==> src/rtl/sync_fifo.sv <==
// sync_fifo: parameterised single-clock queue with optional
// empty bypass (FLOW) and enqueue-on-full pass-through (PIPE).
module sync_fifo #(
  parameter int WIDTH        = 64,
  parameter int DEPTH        = 4,
  parameter int FLOW         = 0,
  parameter int PIPE         = 0,
  parameter int AFULL_THRESH = DEPTH - 1,
  localparam int CW = $clog2(DEPTH + 1),
  localparam int PW = (DEPTH > 1) ? $clog2(DEPTH) : 1
) (
  input  logic             clock,
  input  logic             reset,
  input  logic             flush,
  input  logic             enq_valid,
  output logic             enq_ready,
  input  logic [WIDTH-1:0] enq_bits,
  output logic             deq_valid,
  input  logic             deq_ready,
  output logic [WIDTH-1:0] deq_bits,
  output logic [CW-1:0]    count,
  output logic             almost_full
);

  localparam bit FLOW_B = (FLOW != 0);
  localparam bit PIPE_B = (PIPE != 0);
  localparam logic [PW-1:0] LAST = PW'(DEPTH - 1);
  localparam logic [CW-1:0] AF   = CW'(AFULL_THRESH);

  logic [WIDTH-1:0] mem [DEPTH];
  logic [PW-1:0]    rd_ptr;
  logic [PW-1:0]    wr_ptr;
  logic             maybe_full;
  logic [CW-1:0]    cnt;

  logic ptr_eq;
  logic empty;
  logic full;
  logic hold;
  logic enq_fire;
  logic deq_fire;
  logic bypass;
  logic do_enq;
  logic do_deq;

  function automatic logic [PW-1:0] bump(input logic [PW-1:0] p);
    return (p == LAST) ? '0 : p + 1'b1;
  endfunction

  assign ptr_eq = (rd_ptr == wr_ptr);
  assign empty  = ptr_eq & ~maybe_full;
  assign full   = ptr_eq & maybe_full;
  assign hold   = reset | flush;

  assign enq_ready = ~hold & (~full | (PIPE_B & deq_ready));
  assign deq_valid = ~hold & (~empty | (FLOW_B & enq_valid));
  assign deq_bits  = (FLOW_B & empty) ? enq_bits : mem[rd_ptr];

  assign enq_fire = enq_valid & enq_ready;
  assign deq_fire = deq_valid & deq_ready;

  // Bypassed beats go straight through and never touch storage.
  assign bypass = FLOW_B & empty & deq_fire;
  assign do_enq = enq_fire & ~bypass;
  assign do_deq = deq_fire & ~empty;

  assign count       = cnt;
  assign almost_full = (cnt >= AF);

  always_ff @(posedge clock) begin
    if (do_enq) begin
      mem[wr_ptr] <= enq_bits;
    end
  end

  always_ff @(posedge clock) begin
    if (hold) begin
      rd_ptr     <= '0;
      wr_ptr     <= '0;
      maybe_full <= 1'b0;
      cnt        <= '0;
    end else begin
      if (do_enq) begin
        wr_ptr <= bump(wr_ptr);
      end
      if (do_deq) begin
        rd_ptr <= bump(rd_ptr);
      end
      if (do_enq & ~do_deq) begin
        maybe_full <= 1'b1;
        cnt        <= cnt + 1'b1;
      end else if (do_deq & ~do_enq) begin
        maybe_full <= 1'b0;
        cnt        <= cnt - 1'b1;
      end
    end
  end

endmodule

==> config.mk <==
export PLATFORM = sky130hd
export DESIGN_NAME = sync_fifo
export DESIGN_NICKNAME = d
export VERILOG_FILES = /design/src/rtl/sync_fifo.sv
export SDC_FILE = /design/constraint.sdc
export NUM_CORES = 1
export LEC_CHECK = 0
export CAP_MARGIN = 20
export CELL_PAD_IN_SITES_DETAIL_PLACEMENT = 1
export CELL_PAD_IN_SITES_GLOBAL_PLACEMENT = 1
export CORE_MARGIN = 1
export CORE_UTILIZATION = 46
export DETAILED_ROUTE_END_ITERATION = 10
export HOLD_SLACK_MARGIN = 0.03
export PLACE_DENSITY_LB_ADDON = 0.12
export SLEW_MARGIN = 30
export SYNTH_ARGS = -nofsm -noshare
export SYNTH_HDL_FRONTEND = slang
export SYNTH_SLANG_ARGS = --single-unit
==> constraint.sdc <==
create_clock -name clock -period 5.6 [get_ports clock]
set_input_delay 1.4 -clock clock [delete_from_list [all_inputs] [get_ports clock]]
set_output_delay 1.4 -clock clock [all_outputs]
set_load 0.05 [all_outputs]
==> results of run 1 <==
## stage by stage
stage	power (mW)	std cells	hold WS [ps]	utilization (%)	cell area [um^2]
after detailed placement	2.49	801	526	55.3	11600
after global routing	4.27	852	569	59.4	12500
final	4.14	852	532	59.4	12500
after floorplan	2.37	398	525	-	9820
after global placement	2.48	796	491	54.8	11500
after CTS	4.19	852	541	59.4	12500
## worst max-delay path, cell delays in order
cell and delay [ps]:
clkdlybuf4s50_1 410, or2_1 370, nor2_1 150, clkdlybuf4s50_1 810
## worst max-delay path by stage
| stage | to | slack (ps) | startpoint | cells past startpoint |
|---|---|---|---|---|
| final | deq_valid | 1060 | flush | 4 |
| after floorplan | mem[3][0] | 1520 | flush | 4 |
| after detailed placement | deq_valid | 1040 | flush | 4 |
| after global routing | deq_valid | 950 | flush | 4 |
| after CTS | deq_valid | 1040 | flush | 4 |
| after global placement | deq_valid | 1070 | flush | 4 |
## sequential cells by signal, indices dropped and copies added (netlist names), named ones only
register and count:
wr_ptr 2, rd_ptr 2, count 3, maybe_full 1, mem 256
## cell families after synthesis
| kind of cell | share of synthesized area (%) |
|---|---|
| fa+ha+maj | 0.968 |
| flops | 80.3 |
| mux | 14.9 |
| simple gates | 1.16 |
| compound gates | 0.968 |
| xor+xnor | 0.535 |
| buf+inv | 1.16 |
## cell usage in the layout, fill, tap and decap left out, drive strengths merged
master / synthesis / routed
dfxtp: 10 / 10
edfxtp: 256 / 256
nor2: 6 / 6
or4: 1 / 1
nor3: 1 / 1
o32ai: 2 / 2
clkbuf: 2 / 31
nand3: 3 / 3
o22ai: 1 / 1
o31a: 1 / 1
bufinv: 0 / 1
a31oi: 2 / 2
a311oi: 1 / 1
and3: 1 / 1
o21ai: 1 / 1
mux2i: 2 / 2
a21oi: 1 / 1
mux4: 64 / 64
or3: 2 / 2
and2: 4 / 4
ha: 6 / 6
xor2: 4 / 4
o31ai: 1 / 1
nand2: 1 / 1
clkinv: 0 / 17
clkdlybuf4s50: 0 / 138
inv: 4 / 4
a32o: 1 / 1
or2: 1 / 1
fa: 1 / 1
buf: 14 / 6
a21o: 1 / 1
xnor2: 2 / 2
nor4b: 1 / 1
clkinvlp: 0 / 2
## power by group through the flow
| stage | clock (mW) | combinational [mW] | sequential (mW) |
|---|---|---|---|
| 6_report | 1.70 | 0.237 | 2.21 |
| 2_1_floorplan | 0 | 0.121 | 2.25 |
| 3_5_place_dp | 0 | 0.239 | 2.25 |
| 3_3_place_gp | 0 | 0.230 | 2.25 |
| 4_1_cts | 1.74 | 0.240 | 2.21 |
| 5_1_grt | 1.80 | 0.249 | 2.21 |
## cell type report
cell class	count	area, um^2	area share [%]
Clock buffer	31	733	5.89
Timing Repair Buffer	144	1520	12.2
Tap cell	275	344	2.76
Clock inverter	20	120	0.965
Inverter	4	15.0	0.121
Multi-Input combinational cell	112	1830	14.7
Sequential cell	266	7900	63.4
## layer usage
layer	GRT usage, %	vias to the layer above
li1	-	2015
met1	23.1	2440
met2	30.3	110
met3	3.53	31
met4	5.26	0
met5	0	-
==> summary.md, run 1 <==
| Metric | Value |
|---|---|
| Outcome | `complete, no violations` |
| Pre-CTS setup slack | `1040 ps` |
| Maximum capacitance violations | `0` |
| Post-Syn Area per Cell | `24.7 um^2` |
| Top Ports | `139` |
| Fin Setup TNS | `0 ps` |
| Reg2Reg Setup Slack | `around 3000 ps` |
| Clock power share | `approximately two fifths` |
| Synth area leader | `edfxtp_1` |
| Vias in the first global route | `5181` |
| Pwr dens | `333 nW/um^2` |
| Peak VDD IR | `195 uV` |
| N_diodes | `0` |
| Psw | `0.857 mW` |
| WS Path Type | `input port to primary output` |
| IO Port Bufs | `roughly 140` |
| Worst setup EP type | `primary output` |
| Slew Viols, Final | `0` |
| Post-Route WL | `18900 um` |
| Cells after Synth | `398` |
| Routability Congestion | `0.789` |
| Tcrit/Tclk final | `81.1%` |
| Postcts setup bufs | `0` |
| Post-synth EDFFs | `roughly 260` |
| Seq/Total Area, Yosys | `80.3%` |
| R2R Path Start | `wr_ptr[0]` |
| Largest fanout on the critical path | `11` |
| Met1 Wirelength | `8030 um` |
| Post-cts sizing count | `0` |
| Largest net degree at the start of global routing | `39` |
| Final WS setup | `1060 ps` |
| Combinational Power Share | `5.7%` |
| Synth Cell Area | `9820 um^2` |
| Reg-to-Reg End | `count[2]` |
| Met2 Wirelength | `9620 um` |
| Die X | `148 um` |
| Crit path DAT | `3140 ps` |
| Critical path required time | `between 4000 and 5000 ps` |
| Yosys top cell area share | `78.3%` |
| HP Start | `count[2]` |
| CTS buffer count | `28` |
| Fin nets | `632` |
| Met3 Wirelength | `905 um` |
| Worst Hold End | `count[2]` |
| Post-synthesis register bit count | `approximately 270` |
| Area Overhead vs Synth | `26.8%` |
| Initial DRT Pass Iterations | `4` |
| Row cnt | `53` |
| Grt ovf | `0` |
| Sw frac | `20.7%` |
| Tmin final | `4540 ps` |
| Layout cell share with drive strength beyond 1 | `between 20% and 30%` |
| Die area | `21900 um^2` |
| Residual DRC | `0` |
| Top sig layer | `met4` |
| Pleak | `3.92 nW` |
| CP Launch Type | `input port` |
| RSZ-0062 raised after global routing | `no` |
| Initial antenna violation count | `0` |
| Skew-Pair Late Insertion Delay | `roughly 530 ps` |
| Post-synthesis cell type count | `35` |
| 1st-iter DRT viols | `178` |
| Hold-fix buffers, CTS | `0` |
| Vias/cell | `5.39` |
| Commonest cells post-synth | `edfxtp_1 (256), mux4_2 (64), dfxtp_1 (10)` |
| TritonCTS Sinks | `about 270` |
| WHS Path Cells | `2` |
| Antenna Violating Nets Remaining | `0` |
| Sequential Power Share | `53.3%` |
| Core area | `between 20000 and 25000 um^2` |
| CTS tree | `built` |
| Worst slew margin | `between 60% and 70%` |
| CTS Buffer Depth | `3` |
| HP Class | `flip-flop to flip-flop` |
| FFs w/ async S/R, synth | `0%` |
| Worst-Margin Slew | `599 ps` |
| Yosys warns | `0` |
| Post-DP HPWL | `approximately 11000 um` |
| First-pass GRT wire length | `29200 um` |
| Initial Util | `a little under half` |
| CTS root buf | `clkbuf_16` |
| WL per Instance | `22.2 um` |
| Worst r2r path cells | `8` |
| Die height | `148 um` |
| Achievable frequency | `approximately 220 MHz` |
| Filler cell count | `about 1800` |
| Clk slew on worst S/H paths | `roughly 60 ps` |
| Routed vias | `4596` |
| Max Clock Skew | `~14 ps` |
| Final number of setup-violating endpoints | `0` |
| Top FF cell, synth | `edfxtp_1` |
| Power Internal | `3.29 mW` |
| Tot GR Track Use | `17.7%` |
| Count leader, synth | `edfxtp_1` |
| Synth area leaders | `edfxtp_1 (78%), mux4_2 (15%), dfxtp_1 (2.0%)` |
| H-tree depth | `1` |
| Final hold vios | `0` |
| Post-Syn Nets | `474` |
Note: power is estimated with default switching activity, not from simulation.
==> inputs of run 2 (changes only) <==
clock period = 4.55 ns   (was 5.6 ns; I/O delays follow)
==> run 2 against run 1 <==
  * Design area increased by 0.85%
  * Clock power increased by 34%
  * Register-to-register slack got worse by 1000 ps
  * Non-clock buffer count increased by 3
  * Count of clock-buffer cells in the layout increased by 4
  * Setup slack got worse by 460 ps
  * Worst hold slack improved by 19 ps
  * Power increased by 28%
  * Core utilization increased by 0.51 points
  * First-iteration DRC count decreased by 19%
  * Largest cell class unchanged
==> summary.md, run 2 (synthesis gave the netlist of run 1 again) <==
| Metric | Value |
|---|---|
| Outcome | `complete, no violations (unchanged)` |
| CP Depth | `3 (was 4)` |
| 1st-iter DRT viols | `145 (was 178)` |
| Largest fanout on the critical path | `24 (was 11)` |
| CTS root buf | `clkbuf_16 (unchanged)` |
| Largest net degree at the start of global routing | `65 (was 39)` |
| Routed vias | `4628 (was 4596)` |
| Grt ovf | `0 (unchanged)` |
| CTS buffer count | `29 (was 28)` |
| Area Overhead vs Synth | `27.9% (was 26.8%)` |
| Die height | `148 um (unchanged)` |
| Worst setup EP type | `primary output (unchanged)` |
| Power Internal | `4.23 mW (was 3.29 mW)` |
| Postcts setup bufs | `0 (unchanged)` |
| Tmin final | `~4000 ps` |
| Initial DRT Pass Iterations | `4 (unchanged)` |
| Max reg flops | `256 (unchanged)` |
| HP Class | `flip-flop to flip-flop (unchanged)` |
| Fin Setup TNS | `0 ps (unchanged)` |
| Worst-Margin Slew | `574 ps (was 599 ps)` |
| Filler cell count | `1770 (was 1777)` |
| Pwr dens | `422 nW/um^2 (was 333 nW/um^2)` |
| Die area | `21900 um^2 (unchanged)` |
| Row cnt | `53 (unchanged)` |
| Most common cell after layout, fill and taps aside | `edfxtp_1 (unchanged)` |
| Max Clock Skew | `6.90 ps (was 14.0 ps)` |
| Clock power share | `43.0% (was 40.9%)` |
| Slew Viols, Final | `0 (unchanged)` |
| CP top delay family | `buffers and inverters (unchanged)` |
| First-pass GRT wire length | `29200 um (about the same)` |
| Core area | `21000 um^2 (unchanged)` |
| Hold-fix buffers, CTS | `0 (unchanged)` |
| Initial antenna violation count | `1 (was 0)` |
| Critical path required time | `3410 ps (was 4200 ps)` |
| Worst r2r path cells | `8 (unchanged)` |
| CP Launch Type | `flip-flop (was input port)` |
| RSZ-0062 raised after global routing | `no (unchanged)` |
| Total chip power | `5.29 mW (was 4.14 mW)` |
| H-tree depth | `1 (unchanged)` |
| Initial Util | `46.9% (unchanged)` |
| Achievable frequency | `253 MHz` |
| Most frequent cells in the layout | `edfxtp_1 (256), clkdlybuf4s50_1 (138), mux4_2 (64), clkbuf_16 (29) (was edfxtp_1 (256), clkdlybuf4s50_1 (138), mux4_2 (64), clkbuf_16 (29), clkinv_2 (9))` |
| Vias in the first global route | `5190 (was 5181)` |
| Pleak | `3.96 nW (was 3.92 nW)` |
| Final hold vios | `0 (unchanged)` |
| Peak VDD IR | `309 uV (was 195 uV)` |
| Reg2Reg Setup Slack | `1970 ps (was 3000 ps)` |
| Residual DRC | `0 (unchanged)` |
| Maximum capacitance violations | `0 (unchanged)` |
| Psw | `1.06 mW (was 0.857 mW)` |
| Layout cell share with drive strength beyond 1 | `20.8% (was 20.6%)` |
| Sw frac | `20.1% (was 20.7%)` |
| Post-DP HPWL | `11000 um (was 11500 um)` |
| N_diodes | `0 (unchanged)` |
| CP max stage delay | `760 ps (was 810 ps)` |
| Crit path DAT | `2820 ps (was 3140 ps)` |
| Worst slew margin | `61.6% (was 60.0%)` |
| Reg area | `7900 um^2 (unchanged)` |
| Sequential Power Share | `51.4% (was 53.3%)` |
| CTS Buffer Depth | `3 (unchanged)` |
| Top Ports | `139 (unchanged)` |
| CP cell instances | `buf_12, mux4_2, clkdlybuf4s50_1 (was clkdlybuf4s50_1, or2_1, nor2_1, clkdlybuf4s50_1)` |
| WS Path Type | `flip-flop to primary output (was input port to primary output)` |
| Post-Route WL | `19100 um (was 18900 um)` |
| IO Port Bufs | `138 (unchanged)` |
| Combinational Power Share | `5.6% (was 5.7%)` |
| WL per Instance | `22.3 um (was 22.2 um)` |
| Bufs and invs on worst path | `2 (unchanged)` |
| Vias/cell | `5.39 (about the same)` |
| CTS tree | `built (unchanged)` |
| TritonCTS Sinks | `266 (unchanged)` |
| Most flop-heavy register | `mem (unchanged)` |
| Crit path to | `deq_bits[61] (was deq_valid)` |
| Skew-Pair Late Insertion Delay | `530 ps (about the same)` |
| Final number of setup-violating endpoints | `0 (unchanged)` |
| Antenna Violating Nets Remaining | `0 (unchanged)` |
| Slowest CP cell | `clkdlybuf4s50_1 (unchanged)` |
| R2R Path Start | `wr_ptr[0] (unchanged)` |
| Reg-to-Reg End | `count[2] (unchanged)` |
| Fin nets | `636 (was 632)` |
| Tcrit/Tclk final | `between 80% and 90%` |
| Post-cts sizing count | `0 (unchanged)` |
| Tot GR Track Use | `17.8% (was 17.7%)` |
| Routability Congestion | `0.734 (was 0.789)` |
| Area taken by multi-input logic gates | `1830 um^2 (unchanged)` |
| Die X | `148 um (unchanged)` |
| Clk slew on worst S/H paths | `60 ps (about the same)` |
run 2: changes by cell type in the layout (fill, tap and decap cells not counted), sizes merged:
cell	previous run	this run
inv	4	5
clkinvlp	2	1
buf	6	9
clkinv	17	13
clkbuf	31	35
bufinv	1	4
run 2: area by class of cell:
type | count | area share, %
Inverter | 4 | 0.120
Clock buffer | 35 | 5.96
Clock inverter | 19 | 1.52
Sequential cell | 266 | 62.9
Multi-Input combinational cell | 112 | 14.6
Tap cell | 275 | 2.74
Timing Repair Buffer | 147 | 12.2
run 2: power groups by stage:
stage / registers [mW] / clock network [mW] / logic [mW]
2_1_floorplan: 2.77 / 0 / 0.148
3_3_place_gp: 2.77 / 0 / 0.288
3_5_place_dp: 2.77 / 0 / 0.297
4_1_cts: 2.72 / 2.34 / 0.298
5_1_grt: 2.72 / 2.42 / 0.309
6_report: 2.72 / 2.28 / 0.294
run 2: metal layers:
layer	up-vias	global-route usage [%]	part of all wire, %
li1	2032	-	-
met1	2440	23.1	41
met2	134	30.4	51
met3	20	4.05	6.2
met4	2	4.85	1.4
met5	-	0	0.057
run 2: stage by stage:
stage | hold slack (ps) | setup WS, ps | area (um^2) | utilization [%] | cells
after floorplan | 525 | 731 | 9820 | - | 398
after global placement | 493 | 689 | 11600 | 55.4 | 804
after detailed placement | 532 | 662 | 11600 | 55.4 | 804
after CTS | 550 | 499 | 12600 | 59.9 | 858
after global routing | 598 | 438 | 12600 | 59.9 | 858
final | 552 | 593 | 12600 | 59.9 | 858
run 2: worst min-delay path: stages, from the launching register on:
cell	delay, ps
dfxtp_1	340
o21ai_0	100
a21oi_1	70
run 2: worst min-delay path by stage:
stage,from,to,cells after the start
3_5_place_dp,count[2],count[2],2
6_report,count[2],count[2],2
4_1_cts,count[2],count[2],2
5_1_grt,count[2],count[2],2
3_3_place_gp,count[2],count[2],2
2_1_floorplan,rd_ptr[1],flip-flop,2
